`src/rtl/hazard_ctrl_pkg.sv`:
```
// Shared types and constants for the hazard controller.
//   state_e  : controller FSM states (normal issue vs. multiply occupying EX)
//   entry_t  : one in-flight tracker entry {valid, wr, is_load, rdst}
//   entry_hits_reg : true when an entry holds a pending write to a register
package hazard_ctrl_pkg;

   localparam int unsigned MulCyclesDefault = 4;
   // rdst is stored at a fixed width so the struct can live here; REG_W must not exceed it.
   localparam int unsigned RdstMaxW = 8;

   typedef enum logic [0:0] {
      StRun,
      StMulBusy
   } state_e;

   typedef struct packed {
      logic                valid;
      logic                wr;
      logic                is_load;
      logic [RdstMaxW-1:0] rdst;
   } entry_t;

   function automatic logic entry_hits_reg(entry_t e, logic [RdstMaxW-1:0] r);
      return e.valid & e.wr & (e.rdst == r);
   endfunction

endpackage

```
`src/rtl/hazard_ctrl_if.sv`:
```
// Decode/EX-side signals of the hazard controller.
//   master : drives decode fields and ex_taken, observes pipeline controls
//   slave  : the controller; consumes decode fields, drives stall/bubble/flush/busy/pending
interface hazard_ctrl_if #(
   parameter int unsigned REG_W = 3
);
   logic               id_valid;
   logic [REG_W-1:0]   id_rsrc1;
   logic [REG_W-1:0]   id_rsrc2;
   logic               id_use1;
   logic               id_use2;
   logic [REG_W-1:0]   id_rdst;
   logic               id_wr;
   logic               id_is_load;
   logic               id_is_mul;
   logic               ex_taken;
   logic               stall_if;
   logic               stall_id;
   logic               bubble_ex;
   logic               flush_id;
   logic               busy;
   logic [2**REG_W-1:0] pending;

   modport master (
      output id_valid, id_rsrc1, id_rsrc2, id_use1, id_use2, id_rdst, id_wr, id_is_load,
             id_is_mul, ex_taken,
      input  stall_if, stall_id, bubble_ex, flush_id, busy, pending
   );

   modport slave (
      input  id_valid, id_rsrc1, id_rsrc2, id_use1, id_use2, id_rdst, id_wr, id_is_load,
             id_is_mul, ex_taken,
      output stall_if, stall_id, bubble_ex, flush_id, busy, pending
   );
endinterface

```
`src/rtl/hazard_ctrl_inflight.sv`:
```
// Three-entry in-flight tracker (EX, ME, WB).
//   clk, rst  : clock, synchronous active-high reset (clears all entries)
//   shift     : EX <= new_entry (or empty if bubble), ME <= EX, WB <= ME
//   freeze    : EX held, ME <= empty, WB <= ME (takes precedence over shift)
//   bubble    : with shift, insert an empty entry into EX instead of new_entry
//   new_entry : decode fields to load into EX
//   ex_entry  : current EX entry
//   pending   : per-register bitmap of writes still in flight
module inflight_tracker
   import hazard_ctrl_pkg::*;
#(
   parameter int unsigned REG_W = 3
) (
   input  logic                clk,
   input  logic                rst,
   input  logic                shift,
   input  logic                freeze,
   input  logic                bubble,
   input  entry_t              new_entry,
   output entry_t              ex_entry,
   output logic [2**REG_W-1:0] pending
);

   entry_t ex_q, me_q, wb_q;
   entry_t ex_d, me_d, wb_d;

   always_comb begin
      ex_d = ex_q;
      me_d = me_q;
      wb_d = wb_q;
      if (freeze) begin
         me_d = '0;
         wb_d = me_q;
      end else if (shift) begin
         ex_d = bubble ? '0 : new_entry;
         me_d = ex_q;
         wb_d = me_q;
      end
   end

   always_ff @(posedge clk) begin
      if (rst) begin
         ex_q <= '0;
         me_q <= '0;
         wb_q <= '0;
      end else begin
         ex_q <= ex_d;
         me_q <= me_d;
         wb_q <= wb_d;
      end
   end

   // Register 0 is tracked like any other register.
   always_comb begin
      pending = '0;
      for (int r = 0; r < 2**REG_W; r++) begin
         pending[r] = entry_hits_reg(ex_q, RdstMaxW'(r)) | entry_hits_reg(me_q, RdstMaxW'(r)) |
                      entry_hits_reg(wb_q, RdstMaxW'(r));
      end
   end

   assign ex_entry = ex_q;

endmodule

```
`src/rtl/hazard_ctrl.sv`:
```
// Pipeline hazard controller: load-use stall, taken-branch flush, multi-cycle multiply hold.
//   clk, rst : clock, synchronous active-high reset
//   bus      : slave side of hazard_ctrl_if (decode fields, ex_taken in; stall_if, stall_id,
//              bubble_ex, flush_id, busy, pending out). All outputs are combinational.
module hazard_ctrl
   import hazard_ctrl_pkg::*;
#(
   parameter int unsigned MUL_CYCLES = MulCyclesDefault,
   parameter int unsigned REG_W      = 3
) (
   input logic           clk,
   input logic           rst,
   hazard_ctrl_if.slave  bus
);

   state_e     state_q, state_d;
   logic [3:0] cnt_q, cnt_d;

   entry_t ex_entry;
   entry_t new_entry;
   logic   shift, freeze, bubble;
   logic   load_use;
   logic   stall, bubble_ex, flush_id, busy;
   logic [RdstMaxW-1:0] rs1_ext, rs2_ext;

   assign rs1_ext = RdstMaxW'(bus.id_rsrc1);
   assign rs2_ext = RdstMaxW'(bus.id_rsrc2);

   assign new_entry = '{valid:   bus.id_valid,
                        wr:      bus.id_wr,
                        is_load: bus.id_is_load,
                        rdst:    RdstMaxW'(bus.id_rdst)};

   // Only loads stall: other producers are assumed forwarded from EX.
   assign load_use = bus.id_valid & ex_entry.valid & ex_entry.wr & ex_entry.is_load &
                     ((bus.id_use1 & (rs1_ext == ex_entry.rdst)) |
                      (bus.id_use2 & (rs2_ext == ex_entry.rdst)));

   always_comb begin
      state_d   = state_q;
      cnt_d     = cnt_q;
      shift     = 1'b0;
      freeze    = 1'b0;
      bubble    = 1'b0;
      stall     = 1'b0;
      bubble_ex = 1'b0;
      flush_id  = 1'b0;
      busy      = 1'b0;
      case (state_q)
         StRun: begin
            shift = 1'b1;
            if (bus.ex_taken) begin
               flush_id  = 1'b1;
               bubble_ex = 1'b1;
               bubble    = 1'b1;
            end else if (load_use) begin
               // Bubble goes into EX, so the hazard clears next cycle.
               stall     = 1'b1;
               bubble_ex = 1'b1;
               bubble    = 1'b1;
            end else if (bus.id_valid && bus.id_is_mul) begin
               state_d = StMulBusy;
               cnt_d   = 4'(MUL_CYCLES - 1);
            end
         end
         StMulBusy: begin
            freeze = 1'b1;
            stall  = 1'b1;
            busy   = 1'b1;
            cnt_d  = cnt_q - 4'd1;
            if (cnt_q == 4'd1) begin
               state_d = StRun;
            end
         end
         default: state_d = StRun;
      endcase
   end

   always_ff @(posedge clk) begin
      if (rst) begin
         state_q <= StRun;
         cnt_q   <= '0;
      end else begin
         state_q <= state_d;
         cnt_q   <= cnt_d;
      end
   end

   inflight_tracker #(
      .REG_W (REG_W)
   ) u_tracker (
      .clk       (clk),
      .rst       (rst),
      .shift     (shift),
      .freeze    (freeze),
      .bubble    (bubble),
      .new_entry (new_entry),
      .ex_entry  (ex_entry),
      .pending   (bus.pending)
   );

   assign bus.stall_if  = stall;
   assign bus.stall_id  = stall;
   assign bus.bubble_ex = bubble_ex;
   assign bus.flush_id  = flush_id;
   assign bus.busy      = busy;

endmodule

```
`src/flat_wrapper.sv`:
```
// flat-port wrapper written by rule: the top's interface ports become plain ports
module hazard_ctrl_flat import hazard_ctrl_pkg::*;
#(
   parameter int unsigned MUL_CYCLES = MulCyclesDefault,
   parameter int unsigned REG_W      = 3
)
  (clk, rst, bus_id_valid, bus_id_rsrc1, bus_id_rsrc2, bus_id_use1, bus_id_use2, bus_id_rdst, bus_id_wr, bus_id_is_load, bus_id_is_mul, bus_ex_taken, bus_stall_if, bus_stall_id, bus_bubble_ex, bus_flush_id, bus_busy, bus_pending);
  hazard_ctrl_if #(.REG_W(REG_W)) bus_i ();
  input logic clk;
  input logic rst;
  input wire logic [$bits(bus_i.id_valid)-1:0] bus_id_valid;
  input wire logic [$bits(bus_i.id_rsrc1)-1:0] bus_id_rsrc1;
  input wire logic [$bits(bus_i.id_rsrc2)-1:0] bus_id_rsrc2;
  input wire logic [$bits(bus_i.id_use1)-1:0] bus_id_use1;
  input wire logic [$bits(bus_i.id_use2)-1:0] bus_id_use2;
  input wire logic [$bits(bus_i.id_rdst)-1:0] bus_id_rdst;
  input wire logic [$bits(bus_i.id_wr)-1:0] bus_id_wr;
  input wire logic [$bits(bus_i.id_is_load)-1:0] bus_id_is_load;
  input wire logic [$bits(bus_i.id_is_mul)-1:0] bus_id_is_mul;
  input wire logic [$bits(bus_i.ex_taken)-1:0] bus_ex_taken;
  output wire logic [$bits(bus_i.stall_if)-1:0] bus_stall_if;
  output wire logic [$bits(bus_i.stall_id)-1:0] bus_stall_id;
  output wire logic [$bits(bus_i.bubble_ex)-1:0] bus_bubble_ex;
  output wire logic [$bits(bus_i.flush_id)-1:0] bus_flush_id;
  output wire logic [$bits(bus_i.busy)-1:0] bus_busy;
  output wire logic [$bits(bus_i.pending)-1:0] bus_pending;
  assign bus_i.id_valid = bus_id_valid;
  assign bus_i.id_rsrc1 = bus_id_rsrc1;
  assign bus_i.id_rsrc2 = bus_id_rsrc2;
  assign bus_i.id_use1 = bus_id_use1;
  assign bus_i.id_use2 = bus_id_use2;
  assign bus_i.id_rdst = bus_id_rdst;
  assign bus_i.id_wr = bus_id_wr;
  assign bus_i.id_is_load = bus_id_is_load;
  assign bus_i.id_is_mul = bus_id_is_mul;
  assign bus_i.ex_taken = bus_ex_taken;
  assign bus_stall_if = bus_i.stall_if;
  assign bus_stall_id = bus_i.stall_id;
  assign bus_bubble_ex = bus_i.bubble_ex;
  assign bus_flush_id = bus_i.flush_id;
  assign bus_busy = bus_i.busy;
  assign bus_pending = bus_i.pending;
  hazard_ctrl #(.MUL_CYCLES(MUL_CYCLES), .REG_W(REG_W)) u_core (.clk(clk), .rst(rst), .bus(bus_i));
endmodule
```
`config.mk`:
```
export PLATFORM = sky130hd
export DESIGN_NAME = hazard_ctrl_flat
export DESIGN_NICKNAME = d
export VERILOG_FILES = /design/src/rtl/hazard_ctrl_pkg.sv /design/src/rtl/hazard_ctrl_if.sv /design/src/rtl/hazard_ctrl_inflight.sv /design/src/rtl/hazard_ctrl.sv /design/src/flat_wrapper.sv
export SDC_FILE = /design/constraint.sdc
export NUM_CORES = 1
export LEC_CHECK = 0
export ABC_CLOCK_PERIOD_IN_PS = 4230
export CAP_MARGIN = 10
export CORE_MARGIN = 4
export CORE_UTILIZATION = 50
export DETAILED_ROUTE_END_ITERATION = 16
export PLACE_DENSITY = 0.82
export SYNTH_ARGS = -nofsm -noshare
export SYNTH_HDL_FRONTEND = slang
export SYNTH_SLANG_ARGS = --single-unit
```
`constraint.sdc`:
```
create_clock -name clk -period 4.23 [get_ports clk]
set_clock_uncertainty 0.05 [all_clocks]
set_input_delay 0.423 -clock clk [delete_from_list [all_inputs] [get_ports clk]]
set_output_delay 0.423 -clock clk [all_outputs]
set_load 0.01 [all_outputs]
```
==> summary.md <==
| Metric | Value |
|---|---|
| Routed WL | 2507 µm |
| Reg2Reg Capture Point | u_core.cnt_q[3] |
| Slew headroom | 0.5859 |
| Core ar. | 2042 µm² |
| Initial antenna violation count | 0 |
| Minimum clock period | 2.829 ns |
| Total setup buffers inserted after CTS | 0 |
| Worst path depth | 6 |
| Remaining antenna violation count | 0 |
| Synthesis Warnings | 0 |
| Detailed placer's ending HPWL | 1971 µm |
| Worst R2R Setup Slack | 2.59 ns |
| Final period utilization | 0.6688 |
| Cts bufs inserted | 3 |
| CTS root buf | clkbuf_4 |
| IO Pins | 31 |
| Crit path top cell by count | clkdlybuf4s50_1 |
| Slew @ Worst Pin | 0.6165 ns |
| CP Capture Type | output port |
| Most area-consuming cells after synthesis | dfxtp_1 (38%), nand2_1 (10%), nor2b_1 (5.6%) |
| Syn-to-layout area delta | 29.17% |
| Syn Nets | 161 |
| RSZ-0062 raised after global routing | false |
| Total die area | 3040 µm² |
| Status | finished, final reports clean |
| Power Dens Cells | 261.5 nW/µm² |
| Mapped cell area | 1111 µm² |
| CP Cell Sequence | clkdlybuf4s50_1 -> xnor2_2 -> nand4_1 -> a21oi_1 -> a21o_1 -> clkdlybuf4s50_1 |
| Crit-path max cell delay | 0.54 ns |
| Worst-case reg-to-reg path depth | 4 |
| Row count | 16 |
| GPL Wtd Cong | 0.7902 |
| Crit path buffers/inverters | 2 |
| Gr usage total | 0.1882 |
| Synthesis-stage register bit count | 21 |
| Final nets | 191 |
| Die width | 55.14 µm |
| Iter 0 DRT Violations | 21 |
| Largest net degree at the start of global routing | 15 |
| Synth unique cells | 28 |
| Crit path capture | bus_stall_id |
| WL/cell | 12.73 µm |
| EDFF count, synth | 0 |
| Total gr overflow | 0 |
| Util after Layout | 0.7028 |
| Area leader, netlist | dfxtp_1 |
| Startpoint types | input pin |
| Detailed Routing Iterations Pass 1 | 5 |
| Final hold vios | 0 |
| CP top delay family | buffers and inverters |
| Seq/Total Area, Yosys | 0.3784 |
| Clock Tree Buf Depth | 2 |
| TritonCTS clock tree | done |
| Drt drc | 0 |
| Number of global-route vias before repair | 1049 |
| HP Class | reg2reg |
| Synth async-reset ratio | 0 |
| Number of diodes | 0 |
| Chip Height | 55.14 µm |
| First-pass GRT wire length | 4126 µm |
| CTS clk-pin slew, worst paths | 0.11 ns |
| Fmax | 353.5 MHz |
| Vias | 1053 |
| Arr. time, crit path | 2.36 ns |
| Share of layout cells above drive strength 1 | 0.05882 |
| Clk Latency, worst-skew pair | 0.30 ns |
| Port-buffer cells | 30 |
| Leakage Power | 0.5734 nW |
| Syn_area_per_cell | 7.880 µm² |
| Yosys top cell area share | 0.3784 |
| Final setup fails | 0 |
| CP max FO | 7 |
| Post-CTS sizing | 0 |
| Slowest cell on crit path | clkdlybuf4s50_1 |
| Top_reg_cell synth | dfxtp_1 |
| Worst EP required | 3.76 ns |
| Worst Setup Path Type | in2out |
| Max-slew violations | 0 |
| Peak supply drop | 0.0002016 V |
| Hold_ws | 0.4176 ns |
| Max Cap Viol | 0 |
| Critical Path Start | bus_id_rsrc2[1] |
| RR Startpoint | u_core.u_tracker.ex_entry[1] |
| H-Tree Depth | 1 |
| Starting Density | 0.5441 |
| Clock Sinks | 21 |
| Total negative slack | 0 ns |
| Via density | 5.345 |
| Syn Inst Count | 141 |
| CTS Hold Bufs | 0 |
## cell type report
class                   count  area, µm²
multi-input cells         111      638.1
fillers                   180      606.8
flip-flops and latches     21      420.4
repair buffers             30      300.3
well taps                  27      33.78
clock buffers               3      22.52
inverters                   4      15.01
clock inverters             1      5.005
## kinds of logic (layout without fill, tap and decap cells)
group / count (synthesis) / count (layout) / synth area share
DFF: 21 / 21 / 0.3784
AOI/OAI and AO/OA: 25 / 25 / 0.1475
and+or+nand+nor: 76 / 76 / 0.3277
adders and majority gates: 2 / 2 / 0.02252
xor gates and xnor gates: 8 / 8 / 0.07658
buffers and inverters: 9 / 38 / 0.04730
## layout by cell type, fill, tap and decap left out, types with 4 or more instances in the layout
cell             netlist  layout
nand3_1                8       8
clkdlybuf4s50_1        0      30
o21ai_0                9       9
nor2b_1               10      10
a21oi_1                4       4
xnor2_1                4       4
and2_1                 5       5
dfxtp_1               21      21
a22oi_1                6       6
nor2_1                11      11
inv_1                  4       4
nand2_1               30      30
## where the power goes
| group | internal, W | switching (W) |
|---|---|---|
| Clock | 0.0000353 | 0.0000589 |
| Combinational | 0.0000372 | 0.0000257 |
| Sequential | 0.000206 | 0.0000118 |
## through the flow
stage | std cells | setup slack (ns) | area [µm²] | total power (W)
CTS | 197 | 1.390 | 1435 | 0.0003798
floorplan | 141 | 2.446 | 1111 | 0.0002566
finish | 197 | 1.401 | 1435 | 0.0003753
detailed placement | 193 | 1.401 | 1408 | 0.0002851
global placement | 193 | 1.474 | 1408 | 0.0002822
global route | 197 | 1.246 | 1435 | 0.0003943
## routing by layer
metal,routed length [µm],global-route usage,share of wire
met1,977,0.1691,0.39
met2,1346,0.3799,0.54
met3,159,0.05898,0.063
met4,24,0.07287,0.0096
met5,0,0,0
## cell usage after synthesis (3+ instances only)
| library cell | n |
|---|---|
| nand2_1 | 30 |
| dfxtp_1 | 21 |
| nor2_1 | 11 |
| nor2b_1 | 10 |
| o21ai_0 | 9 |
| nand3_1 | 8 |
| a22oi_1 | 6 |
| and2_1 | 5 |
| a21oi_1 | 4 |
| inv_1 | 4 |
| xnor2_1 | 4 |
| and3_1 | 3 |
| nand4_1 | 3 |
| nor3_1 | 3 |
## tightest hold or removal path, delay by kind of cell, from the launching register on
kind | cells | cell delay [ns]
flops | 1 | 0.34
compound gates | 1 | 0.05
simple gates | 1 | 0.05
## sequential cells by signal (all words and copies together) (netlist names)
register                   cells
u_core.u_tracker.ex_entry      6
u_core.u_tracker.me_q          5
u_core.u_tracker.wb_q          5
u_core.cnt_q                   4
u_core.state_q                 1
## worst min-delay path by stage
stage | slack (ns) | from | cells after the start | to
after floorplan | 0.38 | u_core.u_tracker.ex_entry[8] | 2 | u_core.u_tracker.ex_entry[8]
after global placement | 0.39 | u_core.u_tracker.ex_entry[8] | 2 | u_core.u_tracker.ex_entry[8]
after detailed placement | 0.39 | u_core.u_tracker.ex_entry[8] | 2 | u_core.u_tracker.ex_entry[8]
after CTS | 0.42 | u_core.u_tracker.ex_entry[8] | 2 | u_core.u_tracker.ex_entry[8]
after global routing | 0.47 | u_core.u_tracker.me_q[2] | 1 | u_core.u_tracker.wb_q[2]
final | 0.42 | u_core.u_tracker.ex_entry[8] | 2 | u_core.u_tracker.ex_entry[8]
Note: power is estimated with default switching activity, not from simulation.
